$ cat src/rtl/uart_word_tx_pkg.sv
// Shared definitions for the word-level UART transmitter: parity modes,
// FSM state encoding and the serial line idle level.
package uart_word_tx_pkg;

    // Parity modes selected by the PARITY parameter
    localparam int PAR_NONE = 0;
    localparam int PAR_EVEN = 1;
    localparam int PAR_ODD  = 2;

    // Level of the serial line when nothing is being sent (also the stop level)
    localparam logic LINE_IDLE = 1'b1;

    // Transmitter FSM states
    typedef enum logic [2:0] {
        S_IDLE  = 3'd0,
        S_START = 3'd1,
        S_DATA  = 3'd2,
        S_PAR   = 3'd3,
        S_STOP  = 3'd4
    } state_t;

endpackage

$ cat src/rtl/uart_word_tx_baud_gen.sv
// Bit-period divider: counts 0..CLK_DIV-1 and flags the last cycle of each
// bit period. A clear restarts the period so a new start bit is full length.
module uart_word_tx_baud_gen #(
    parameter int CLK_DIV = 20
) (
    input  logic clk,
    input  logic rst,
    input  logic clear,
    output logic bit_tick
);

    localparam int CNT_W = $clog2(CLK_DIV);
    localparam logic [CNT_W-1:0] LAST = CNT_W'(CLK_DIV - 1);

    logic [CNT_W-1:0] cnt;

    // Divider counter: restart on clear, reload to zero after the last cycle
    always_ff @(posedge clk or negedge rst) begin
        if (!rst) begin
            cnt <= '0;
        end else if (clear || cnt == LAST) begin
            cnt <= '0;
        end else begin
            cnt <= cnt + 1'b1;
        end
    end

    assign bit_tick = (cnt == LAST);

endmodule

$ cat src/rtl/uart_word_tx.sv
// Word-level UART transmitter: accepts one NUM_BYTES*DATA_BITS word via a
// valid/ready handshake and sends it as back-to-back frames, byte 0 first,
// each byte LSB first, with optional parity and one or two stop bits.
//
// Handshake: a word is taken on a rising edge where tx_valid && tx_ready.
// tx_ready is high only in IDLE; tx_valid outside IDLE is ignored and
// tx_data is free to change once the word has been taken.
module uart_word_tx
    import uart_word_tx_pkg::*;
#(
    parameter int CLK_DIV   = 20,
    parameter int DATA_BITS = 8,
    parameter int NUM_BYTES = 4,
    parameter int PARITY    = 0,
    parameter int STOP_BITS = 1
) (
    input  logic                           clk,
    input  logic                           rst,
    input  logic [NUM_BYTES*DATA_BITS-1:0] tx_data,
    input  logic                           tx_valid,
    output logic                           tx_ready,
    output logic                           tx_out,
    output logic                           busy,
    output logic                           done,
    output state_t                         fsm_state
);

    localparam int WORD_W = NUM_BYTES * DATA_BITS;
    localparam int BIT_W  = $clog2(DATA_BITS);
    localparam int BYTE_W = (NUM_BYTES > 1) ? $clog2(NUM_BYTES) : 1;

    localparam logic [BIT_W-1:0]  LAST_BIT  = BIT_W'(DATA_BITS - 1);
    localparam logic [BIT_W-1:0]  LAST_STOP = BIT_W'(STOP_BITS - 1);
    localparam logic [BYTE_W-1:0] LAST_BYTE = BYTE_W'(NUM_BYTES - 1);

    if (CLK_DIV < 2 || DATA_BITS < 5 || DATA_BITS > 8 || NUM_BYTES < 1 ||
        PARITY < PAR_NONE || PARITY > PAR_ODD || STOP_BITS < 1 || STOP_BITS > 2) begin : g_bad_param
        $error("uart_word_tx: illegal parameter set");
    end

    state_t              state_q, state_d;
    logic [BIT_W-1:0]    bit_idx, bit_d, bit_nxt;
    logic [BYTE_W-1:0]   byte_idx, byte_d, byte_nxt;
    logic [WORD_W-1:0]   word_q, word_d;
    logic [DATA_BITS-1:0] cur_byte;
    logic                line_q, line_d;
    logic                done_q, done_d;
    logic                par_bit;
    logic                baud_clear;
    logic                bit_tick;

    uart_word_tx_baud_gen #(.CLK_DIV(CLK_DIV)) u_baud (
        .clk      (clk),
        .rst      (rst),
        .clear    (baud_clear),
        .bit_tick (bit_tick)
    );

    assign bit_nxt  = bit_idx + 1'b1;
    assign byte_nxt = byte_idx + 1'b1;

    // Select the byte currently being framed out of the captured word
    always_comb begin
        cur_byte = '0;
        for (int k = 0; k < NUM_BYTES; k++) begin
            if (byte_idx == BYTE_W'(k)) cur_byte = word_q[k*DATA_BITS +: DATA_BITS];
        end
    end

    assign par_bit = (PARITY == PAR_ODD) ? ~(^cur_byte) : ^cur_byte;

    // FSM state register
    always_ff @(posedge clk or negedge rst) begin
        if (!rst) state_q <= S_IDLE;
        else      state_q <= state_d;
    end

    // Next state, index updates and next line level; every bit change lands on a tick
    always_comb begin
        state_d    = state_q;
        bit_d      = bit_idx;
        byte_d     = byte_idx;
        word_d     = word_q;
        line_d     = line_q;
        done_d     = 1'b0;
        baud_clear = 1'b0;
        case (state_q)
            S_IDLE: begin
                line_d = LINE_IDLE;
                if (tx_valid) begin
                    word_d     = tx_data;
                    byte_d     = '0;
                    bit_d      = '0;
                    line_d     = ~LINE_IDLE;
                    baud_clear = 1'b1;
                    state_d    = S_START;
                end
            end
            S_START: begin
                if (bit_tick) begin
                    state_d = S_DATA;
                    bit_d   = '0;
                    line_d  = cur_byte[0];
                end
            end
            S_DATA: begin
                if (bit_tick) begin
                    if (bit_idx == LAST_BIT) begin
                        bit_d = '0;
                        if (PARITY != PAR_NONE) begin
                            state_d = S_PAR;
                            line_d  = par_bit;
                        end else begin
                            state_d = S_STOP;
                            line_d  = LINE_IDLE;
                        end
                    end else begin
                        bit_d  = bit_nxt;
                        line_d = cur_byte[bit_nxt];
                    end
                end
            end
            S_PAR: begin
                if (bit_tick) begin
                    state_d = S_STOP;
                    bit_d   = '0;
                    line_d  = LINE_IDLE;
                end
            end
            S_STOP: begin
                if (bit_tick) begin
                    if (bit_idx == LAST_STOP) begin
                        bit_d = '0;
                        if (byte_idx == LAST_BYTE) begin
                            state_d = S_IDLE;
                            done_d  = 1'b1;
                        end else begin
                            byte_d  = byte_nxt;
                            state_d = S_START;
                            line_d  = ~LINE_IDLE;
                        end
                    end else begin
                        bit_d = bit_nxt;
                    end
                end
            end
            default: begin
                state_d = S_IDLE;
                line_d  = LINE_IDLE;
            end
        endcase
    end

    // Datapath registers: word, indices, registered line and done pulse
    always_ff @(posedge clk or negedge rst) begin
        if (!rst) begin
            word_q   <= '0;
            bit_idx  <= '0;
            byte_idx <= '0;
            line_q   <= LINE_IDLE;
            done_q   <= 1'b0;
        end else begin
            word_q   <= word_d;
            bit_idx  <= bit_d;
            byte_idx <= byte_d;
            line_q   <= line_d;
            done_q   <= done_d;
        end
    end

    assign tx_out    = line_q;
    assign done      = done_q;
    assign tx_ready  = (state_q == S_IDLE);
    assign busy      = (state_q != S_IDLE);
    assign fsm_state = state_q;

endmodule

$ cat config.mk
export PLATFORM = sky130hd
export DESIGN_NAME = uart_word_tx
export DESIGN_NICKNAME = d
export VERILOG_FILES = /design/src/rtl/uart_word_tx_pkg.sv /design/src/rtl/uart_word_tx_baud_gen.sv /design/src/rtl/uart_word_tx.sv
export SDC_FILE = /design/constraint.sdc
export NUM_CORES = 1
export LEC_CHECK = 0
export BUFFER_PORTS_ARGS = -buffer_cell sky130_fd_sc_hd__buf_2
export CAP_MARGIN = 20
export CORE_MARGIN = 4
export CORE_UTILIZATION = 50
export DETAILED_ROUTE_END_ITERATION = 16
export PLACE_DENSITY = 0.75
export SLEW_MARGIN = 20
export SYNTH_ARGS = -nofsm -noshare
export SYNTH_HDL_FRONTEND = slang
export SYNTH_SLANG_ARGS = --single-unit
$ cat constraint.sdc
create_clock -name clk -period 1.9 [get_ports clk]
set_clock_uncertainty 0.2 [all_clocks]
set_input_delay 0.38 -clock clk [delete_from_list [all_inputs] [get_ports clk]]
set_output_delay 0.38 -clock clk [all_outputs]
set_load 0.005 [all_outputs]
==> impl_metrics.tcl, run 1 <==
set metrics [dict create \
    h-tree-depth 2 \
    end_kind "flop" \
    dp.cells 355 \
    seq_area_frac_synth_pct 48.0 \
    finalCritPeriodShare_pct 110 \
    synth_fp_nets 270 \
    crit_chain "inv_2, ha_4, nor2b_4, a221o_1, a221oi_2, a31oi_1, a2111oi_2, nor3_1" \
    slowest_delay_ns 0.41 \
    first_iter_violations 121 \
    cts_buffers 5 \
    dp_slack_ns -0.212 \
    wl_per_cell_um 15.1 \
    dieHeight_um 78.0 \
    maxCapViolations 0 \
    crit_required_ns 1.93 \
    track_usage_pct 19.3 \
    setup_viol 3 \
    area_delta_synth_final_pct 32.9 \
    rr_startpoint "byte_idx[1]" \
    holdWs_ns 0.0830 \
    relSlewSlack_pct 65.8 \
    dieArea_um2 6090 \
    diodes 0 \
    power.leakage_nw 1.45 \
    wl_met2_um 2760 \
    port_buffers 41 \
    wl_met3_um 268 \
    cp-start-kind "flop" \
    status "finished, violations left" \
    row_count 25 \
    postPlaceCellArea_um2 2970 \
    vias 2018 \
    globalRoute.totalOverflow 0 \
    drt_wl_total_um 5600 \
    cpMaxStageDelayCell "dfrtp_1" \
    timing.fmax_ghz 0.478 \
    pwr_density_cell_nw_per_um2 1450 \
    crit_type "flop to flop" \
    fin_ws_ns -0.192 \
    gp_congestion 0.875 \
    topRoutingLayerUsed "met4" \
    ys_warn_count 0 \
    clk_latency_ns 0.30 \
    grt_pass1_vias 2019 \
    violations "negative setup slack" \
    final_max_slew_viol_count 0 \
    rsz0062_at_grt "yes" \
    hold_viol 0 \
    die_w_um 78.0 \
    netlist_area_um2 2450 \
    initial_core_util_pct 51.9 \
    cp_max_fo 6 \
    antenna_found_initial 0 \
    async_flop_share_pct 100 \
    fp.coreArea_um2 4720 \
    cts_tree "built" \
    grt_pass1_wl_um 9360 \
    grt_max_degree 40 \
    avgViaCountPerCell 5.45 \
    hp-class "input pin to flop" \
    drt-met1-wl_um 2460 \
    avgSynthCellArea_um2 10.8 \
    min_from "tx_data[19]" \
    period_needed_ns 2.09 \
    ir_worst_vdd_v 0.000778 \
    synth_flop_cell "dfrtp_1" \
    synth_top_cell_by_area "dfrtp_1" \
    dr.pass1.iters 4 \
    layout-drive-gt1-share_pct 49.2 \
    synth_cells 227 \
    drc 0 \
    synth-seq-cells 47 \
    arrival_ns 2.12 \
    design_area_um2 3260 \
    antenna_left 0 \
    layout.nets 345 \
    clock-root-buffer "clkbuf_8" \
    synth_edf_count 0 \
    synth.distinct_cells 44 \
    clkTransAtPathRegs_ns 0.09 \
    clockBufferDepth 2 \
    tightest_slew_ns 0.513 \
    synth.area.top_cells "dfrtp_1 (47%), mux2_2 (14%), ha_1 (4.1%)" \
    cts_sinks 47 \
    final_cell_count_no_fill 370 \
    io_pins 42 \
    dp_hpwl_um 4080 \
    critPathLaunch "byte_idx[1]" \
    synth.top_cell.area_share_pct 46.9 \
    finalCoreUtilization_pct 69.0 \
]
[kinds of logic after synthesis]
logic type / share of synthesized area [%]
AOI/OAI and AO/OA: 15.0
DFF: 48.0
and+or+nand+nor: 12.3
buffers and inverters: 5.25
adders and majority gates: 4.08
xor gates and xnor gates: 0.714
muxes: 14.6
[cell usage after synthesis (all sizes together), types with 3 or more instances]
cell,count
nor2,14
clkbuf,3
nand3,7
a2111oi,3
dfrtp,46
mux2,30
a21oi,16
a221oi,6
o21ai,15
ha,8
nor2b,6
o31ai,4
nor3,10
nand2,11
buf,10
inv,11
nand2b,4
[metal layers]
metal / GRT usage [%] / up-vias
li1: - / 964
met4: 6.64 / 0
met3: 3.90 / 12
met2: 32.4 / 51
met5: 0 / -
met1: 25.0 / 991
[cells in the final DEF (no fill, tap or decap), types with 2 or more instances in the layout]
master,instances
nor2b_1,5
ha_4,4
buf_6,2
dfrtp_1,45
inv_2,2
o31ai_1,2
nor2_1,12
a21oi_1,13
nand2b_1,3
nand2_1,11
buf_4,35
clkbuf_8,6
ha_2,4
mux2_2,30
xnor2_1,2
o31ai_2,2
buf_12,2
a221oi_1,5
o22ai_1,2
nand3_1,7
o21ai_1,4
nor2_4,2
o21ai_0,10
a2111oi_2,2
a21oi_2,3
buf_2,41
a31oi_1,2
inv_1,9
nor3_1,10
[final timing paths]
kind / to / slack (ns) / cells past startpoint
worst max-delay path: tx_out / -0.19 / 8
worst min-delay path: word_q[19] / 0.08 / 3
worst max register to register: tx_out / -0.19 / 8
worst min register to register: word_q[3] / 0.33 / 1
max in group asynchronous: word_q[15] / 0.60 / 3
min in group asynchronous: u_baud.cnt[3] / 0.38 / 2
[critical path: cells and delay by family (launching register included)]
family                   cells  cell delay [ns]
AO/OA/AOI/OAI                4             0.97
flip-flops                   1             0.41
adder cells (fa/ha/maj)      1             0.19
AND/OR/NAND/NOR              2             0.14
buffers and inverters        1             0.12
[report_power, final]
group	internal, mW	total (mW)	switching (mW)
Clock	0.426	0.763	0.337
Combinational	1.19	2.18	0.991
Sequential	1.48	1.79	0.318
[through the flow]
stage               power [mW]  setup TNS (ns)
CTS                       4.56          -0.182
finish                    4.74          -0.214
global route              5.07          -0.713
detailed placement        3.73          -0.249
global placement          3.63          -0.145
floorplan                 3.06          -0.112
[registers in the layout, indices dropped and copies added, names as in the netlist]
name and cells:
bit_idx 3, byte_idx 2, done 1, fsm_state 3, word_q 32, u_baud.cnt 5
tx_out 1
[timing repair]
item / in CTS / in global routing
endpoints found under the setup margin: 2 / 8
gates resized for setup: 10 / 18
hold endpoints to repair: 17 / 0
hold buffers: 1 / 0
pin swaps: 4 / 8
setup buffers: 2 / 4
[cell type report]
class                           instances  area [µm²]
Clock buffer                            6        82.6
Clock inverter                          2        35.0
Fill cell                             355        1470
Inverter                               11        41.3
Multi-Input combinational cell        156        1300
Sequential cell                        47        1180
Tap cell                               67        83.8
Timing Repair Buffer                   81         541
Note: power is estimated with default switching activity, not from simulation.
==> run 2: changes to the inputs <==
--- a/config.mk
+++ b/config.mk
@@ -11,6 +11,7 @@
 export CORE_UTILIZATION = 50
 export DETAILED_ROUTE_END_ITERATION = 16
 export PLACE_DENSITY = 0.75
+export REMOVE_ABC_BUFFERS = 1
 export SLEW_MARGIN = 20
 export SYNTH_ARGS = -nofsm -noshare
 export SYNTH_HDL_FRONTEND = slang
==> impl_metrics.tcl, run 2 (same netlist as run 1, synthesis figures left out) <==
set metrics [dict create \
    grt_pass1_vias 2018 \
    regMostFlops "word_q" \
    finalCoreUtilization_pct 71.9 \
    cts_sinks 47 \
    path_common_cell "buf_4" \
    largestRegisters "word_q: 32 flops, u_baud.cnt: 5 flops" \
    avgViaCountPerCell 5.57 \
    area_delta_synth_final_pct 38.6 \
    relSlewSlack_pct 67.1 \
    antenna_found_initial 0 \
    timing.fmax_ghz 0.478 \
    ir_worst_vdd_v 0.000725 \
    design_area_um2 3400 \
    cpMaxStageDelayCell "dfrtp_2" \
    seq_power_share_pct 37.1 \
    wl_per_cell_um 16.6 \
    crit_required_ns 1.92 \
    final_common_cell "dfrtp_1" \
    pwr-share-comb_pct 51.1 \
    switching_share_pct 36.8 \
    h-tree-depth 2 \
    p_sw_mw 1.79 \
    most-common-layout-cells "dfrtp_1 (45), buf_2 (41), buf_4 (33)" \
    io_pins 42 \
    fp.coreArea_um2 4720 \
    globalRoute.totalOverflow 0 \
    p_int_mw 3.07 \
    initial_core_util_pct 51.9 \
    dr.pass1.iters 4 \
    dp_hpwl_um 4160 \
    fin_ws_ns -0.193 \
    cts_buffers 5 \
    die_w_um 78.0 \
    setup_viol 1 \
    hp-class "input pin to flop" \
    rr_startpoint "byte_idx[0]" \
    status "finished, violations left" \
    vias 2083 \
    rsz0062_at_grt "yes" \
    ff2ff_path_depth 9 \
    violations "negative setup slack" \
    finalCritPeriodShare_pct 110 \
    dp_slack_ns -0.272 \
    track_usage_pct 18.9 \
    maxCapViolations 0 \
    tightest_slew_ns 0.494 \
    dieArea_um2 6090 \
    drt_wl_total_um 6210 \
    end_kind "flop" \
    row_count 25 \
    finalPower_mw 4.86 \
    slowest_delay_ns 0.45 \
    drc 0 \
    arrival_ns 2.12 \
    antenna_left 0 \
    hold_viol 0 \
    clock_power_share_pct 11.8 \
    crit_chain "inv_2, buf_4, ha_4, buf_4, or2b_1, nand3_1, a31oi_1, a2111oi_2, nor3_1" \
    period_needed_ns 2.09 \
    port_buffers 41 \
    cp-start-kind "flop" \
    power.leakage_nw 1.48 \
    min_from "tx_data[17]" \
    finalSetupTns_ns -0.193 \
    min_path_cells 3 \
    pwr_density_cell_nw_per_um2 1430 \
    critPathLaunch "byte_idx[0]" \
    grt_pass1_wl_um 9000 \
    cp_max_fo 9 \
    final_max_slew_viol_count 0 \
    dieHeight_um 78.0 \
    layout.nets 349 \
    postPlaceCellArea_um2 2950 \
    crit_type "flop to flop" \
    cts_tree "built" \
    grt_max_degree 29 \
    largest_reg_flops 32 \
    first_iter_violations 92 \
    gp_congestion 0.852 \
    layout-drive-gt1-share_pct 54.4 \
    clock-root-buffer "clkbuf_8" \
    diodes 0 \
    clkTransAtPathRegs_ns 0.08 \
    clockBufferDepth 2 \
    clk_latency_ns 0.30 \
]
[run 2: area by class of cell]
type	count	area, µm²
fill	316	1330
timing repair buffer	85	611
sequential	47	1180
inverter	11	41.3
clock buffer	7	76.3
tap	67	83.8
clock inverter	1	5.00
multi-input combinational	156	1400
[run 2: stage by stage]
stage          hold WS [ns]  instances
6_report             0.0995        374
5_1_grt              0.0983        374
4_1_cts              0.0895        366
3_5_place_dp          0.176        355
3_3_place_gp          0.172        355
2_1_floorplan        -0.116        214
[run 2: repair_timing]
action                                  in CTS  in global routing
resized for setup                           13                 51
endpoints found under the setup margin       5                  9
hold buffers                                 1                  0
pin swaps                                    4                 20
hold endpoints to repair                    18                  0
buffers inserted                             2                  8
[run 2: power groups by stage]
stage                     sequential [mW]  combinational, mW  clock (mW)
after global placement               1.76               1.90           0
after detailed placement             1.78               1.97           0
after CTS                            1.76               2.04       0.586
final                                1.80               2.48       0.575
after floorplan                      1.73               1.22           0
after global routing                 1.84               2.70       0.635
[run 2: final timing paths]
| path | end | slack (ns) |
|---|---|---|
| min in group asynchronous | u_baud.cnt[1] | 0.38 |
| max in group asynchronous | byte_idx[0] | 0.61 |
| hold / removal | word_q[17] | 0.1 |
| hold reg to reg | word_q[18] | 0.31 |
| setup / recovery | tx_out | -0.19 |
| setup reg to reg | tx_out | -0.19 |
[run 2: per-layer routing]
layer	routed length, µm	track usage [%]	vias to the layer above
li1	-	-	971
met1	2620	23.9	1046
met2	3220	31.6	54
met3	259	4.47	12
met4	110	6.99	0
met5	0	0	-
[run 2: worst max-delay path, delay by kind of cell, from the launching register on]
kind | cells | cell delay, ns
buffers and inverters | 3 | 0.33
AOI/OAI and AO/OA | 2 | 0.41
DFF | 1 | 0.45
adders and majority gates | 1 | 0.20
and+or+nand+nor | 3 | 0.42
==> run 3: changes to the inputs <==
--- a/config.mk
+++ b/config.mk
@@ -15,4 +15,5 @@
 export SLEW_MARGIN = 20
 export SYNTH_ARGS = -nofsm -noshare
 export SYNTH_HDL_FRONTEND = slang
+export SYNTH_HIERARCHICAL = 1
 export SYNTH_SLANG_ARGS = --single-unit
==> impl_metrics.tcl, run 3 <==
set metrics [dict create \
    status "finished, violations left" \
    violations "negative setup slack" \
    fp.coreArea_um2 4790 \
    row_count 25 \
    dr.pass1.iters 4 \
    avgSynthCellArea_um2 11.4 \
    pwr_density_cell_nw_per_um2 1580 \
    ff2ff_path_depth 9 \
    path_delay_family "simple AND/OR/NAND/NOR gates" \
    timing.fmax_ghz 0.460 \
    largest_reg_flops 32 \
    grt_max_degree 21 \
    yosysMostFrequentCell "dfrtp_1" \
    globalRoute.totalOverflow 0 \
    power.leakage_nw 1.68 \
    slowest_delay_ns 0.51 \
    synth_edf_count 0 \
    h-tree-depth 2 \
    crit_type "flop to flop" \
    cts_buffers 5 \
    drc 0 \
    design_area_um2 3590 \
    cts_tree "built" \
    maxCapViolations 0 \
    final_common_cell "buf_4" \
    most-common-layout-cells "buf_4 (48), dfrtp_1 (46), buf_2 (41)" \
    dieHeight_um 79.0 \
    antenna_found_initial 0 \
    synth_flop_cell "dfrtp_1" \
    synth_cells 221 \
    ir_worst_vdd_v 0.000971 \
    clk_latency_ns 0.30 \
    io_pins 42 \
    rrSetupSlack_ns -0.28 \
    first_iter_violations 148 \
    cts_sinks 47 \
    cp_max_fo 4 \
    drt_wl_total_um 6760 \
    arrival_ns 2.17 \
    setup_viol 41 \
    wl_per_cell_um 17.6 \
    critPathBufInv 1 \
    rsz0062_at_grt "yes" \
    port_buffers 41 \
    holdWs_ns 0.0819 \
    dieArea_um2 6240 \
    largestRegisters "word_q: 32 flops, u_baud/cnt: 5 flops" \
    grt_pass1_vias 2204 \
    track_usage_pct 21.5 \
    synth.top_cells.by_count "dfrtp_1 (46), mux2_2 (23), nand2_1 (13)" \
    gp_congestion 0.892 \
    layout-drive-gt1-share_pct 54.1 \
    relSlewSlack_pct 68.4 \
    period_needed_ns 2.18 \
    dp_hpwl_um 4140 \
    critPathLaunch "u_baud/cnt[1]" \
    async_flop_share_pct 100 \
    cp-start-kind "flop" \
    diodes 0 \
    ys_warn_count 6 \
    initial_core_util_pct 52.6 \
    crit_required_ns 1.90 \
    crit_chain "ha_2, inv_2, nor4b_4, or4b_1, o31a_1, o21a_4, nand2_4, o21ai_1, a22o_1" \
    fin_ws_ns -0.276 \
    hp-class "input pin to flop" \
    antenna_left 0 \
    finalCritPeriodShare_pct 115 \
    netlist_area_um2 2520 \
    die_w_um 79.0 \
    grt_pass1_wl_um 10400 \
    synth.top_cell.area_share_pct 45.7 \
    seq_area_frac_synth_pct 46.7 \
    hold_viol 0 \
    vias 2114 \
    dp_slack_ns -0.322 \
    layout.nets 360 \
    synth_top_cell_by_area "dfrtp_1" \
    rr_startpoint "u_baud/cnt[1]" \
    final_max_slew_viol_count 0 \
    postPlaceCellArea_um2 3040 \
    crit_path_end "byte_idx[1]" \
    avgViaCountPerCell 5.49 \
    end_kind "flop" \
    regMostFlops "word_q" \
    clockBufferDepth 2 \
    cp_num_cells 9 \
    synth-seq-cells 47 \
    synth.area.top_cells "dfrtp_1 (46%), mux2_2 (10%), mux2_1 (4.0%)" \
    tightest_slew_ns 0.473 \
    finalSetupTns_ns -6.78 \
    cpMaxStageDelayCell "or4b_1" \
    finalPower_mw 5.68 \
    synth.distinct_cells 53 \
    area_delta_synth_final_pct 42.5 \
    clkTransAtPathRegs_ns 0.09 \
    reg2reg_to "byte_idx[1]" \
    clock-root-buffer "clkbuf_8" \
]
run 3: cells by family after synthesis:
group,synth area share [%]
compound gates,14.4
xor+xnor,0.348
flops,46.7
mux,16.5
simple gates,12.6
fa+ha+maj,3.97
buf+inv,5.41
run 3: worst min path at each step:
stage | startpoint | depth (start not counted) | end
2_1_floorplan | rst | 0 | bit_idx[0]
3_3_place_gp | rst | 1 | word_q[24]
3_5_place_dp | rst | 1 | word_q[24]
4_1_cts | tx_data[21] | 3 | word_q[21]
5_1_grt | tx_data[17] | 3 | word_q[17]
6_report | tx_data[21] | 3 | word_q[21]
run 3: worst min-delay path, stage by stage:
cell and delay [ns]:
buf_2 0.08, nand2_1 0.03, o21ai_0 0.05
run 3: power breakdown:
part,leakage (nW),switching [mW],internal [mW],total (mW)
sequential,0.573,0.310,1.48,1.79
combinational,1.07,1.33,1.97,3.30
clock,0.0422,0.336,0.259,0.595
total,1.68,1.98,3.70,5.68
run 3: metrics by stage:
step,utilization (%),std cells
floorplan,-,208
global placement,63.5,354
detailed placement,63.5,354
CTS,71.4,379
global route,75.0,385
finish,75.0,385
run 3: cell type report:
type | instances | area [µm²]
clock inverter | 1 | 5.00
multi-input combinational | 149 | 1400
tap | 67 | 83.8
timing repair buffer | 102 | 802
inverter | 12 | 45.0
sequential | 47 | 1180
fill | 307 | 1200
clock buffer | 7 | 76.3
run 3: routing by layer:
layer,track usage (%),vias to the layer above,wire [µm]
li1,-,989,-
met1,27.5,1063,2910
met2,35.8,48,3470
met3,4.42,14,238
met4,8.25,0,145
met5,0,-,0
run 3: what timing repair did:
| action | CTS | global route |
|---|---|---|
| endpoints found under the setup margin | 40 | 40 |
| gates cloned | 3 | 2 |
| hold buffers | 1 | 0 |
| pin swaps | 13 | 5 |
| gates resized for setup | 27 | 36 |
| buffers inserted | 14 | 7 |
| hold endpoints to repair | 13 | 0 |
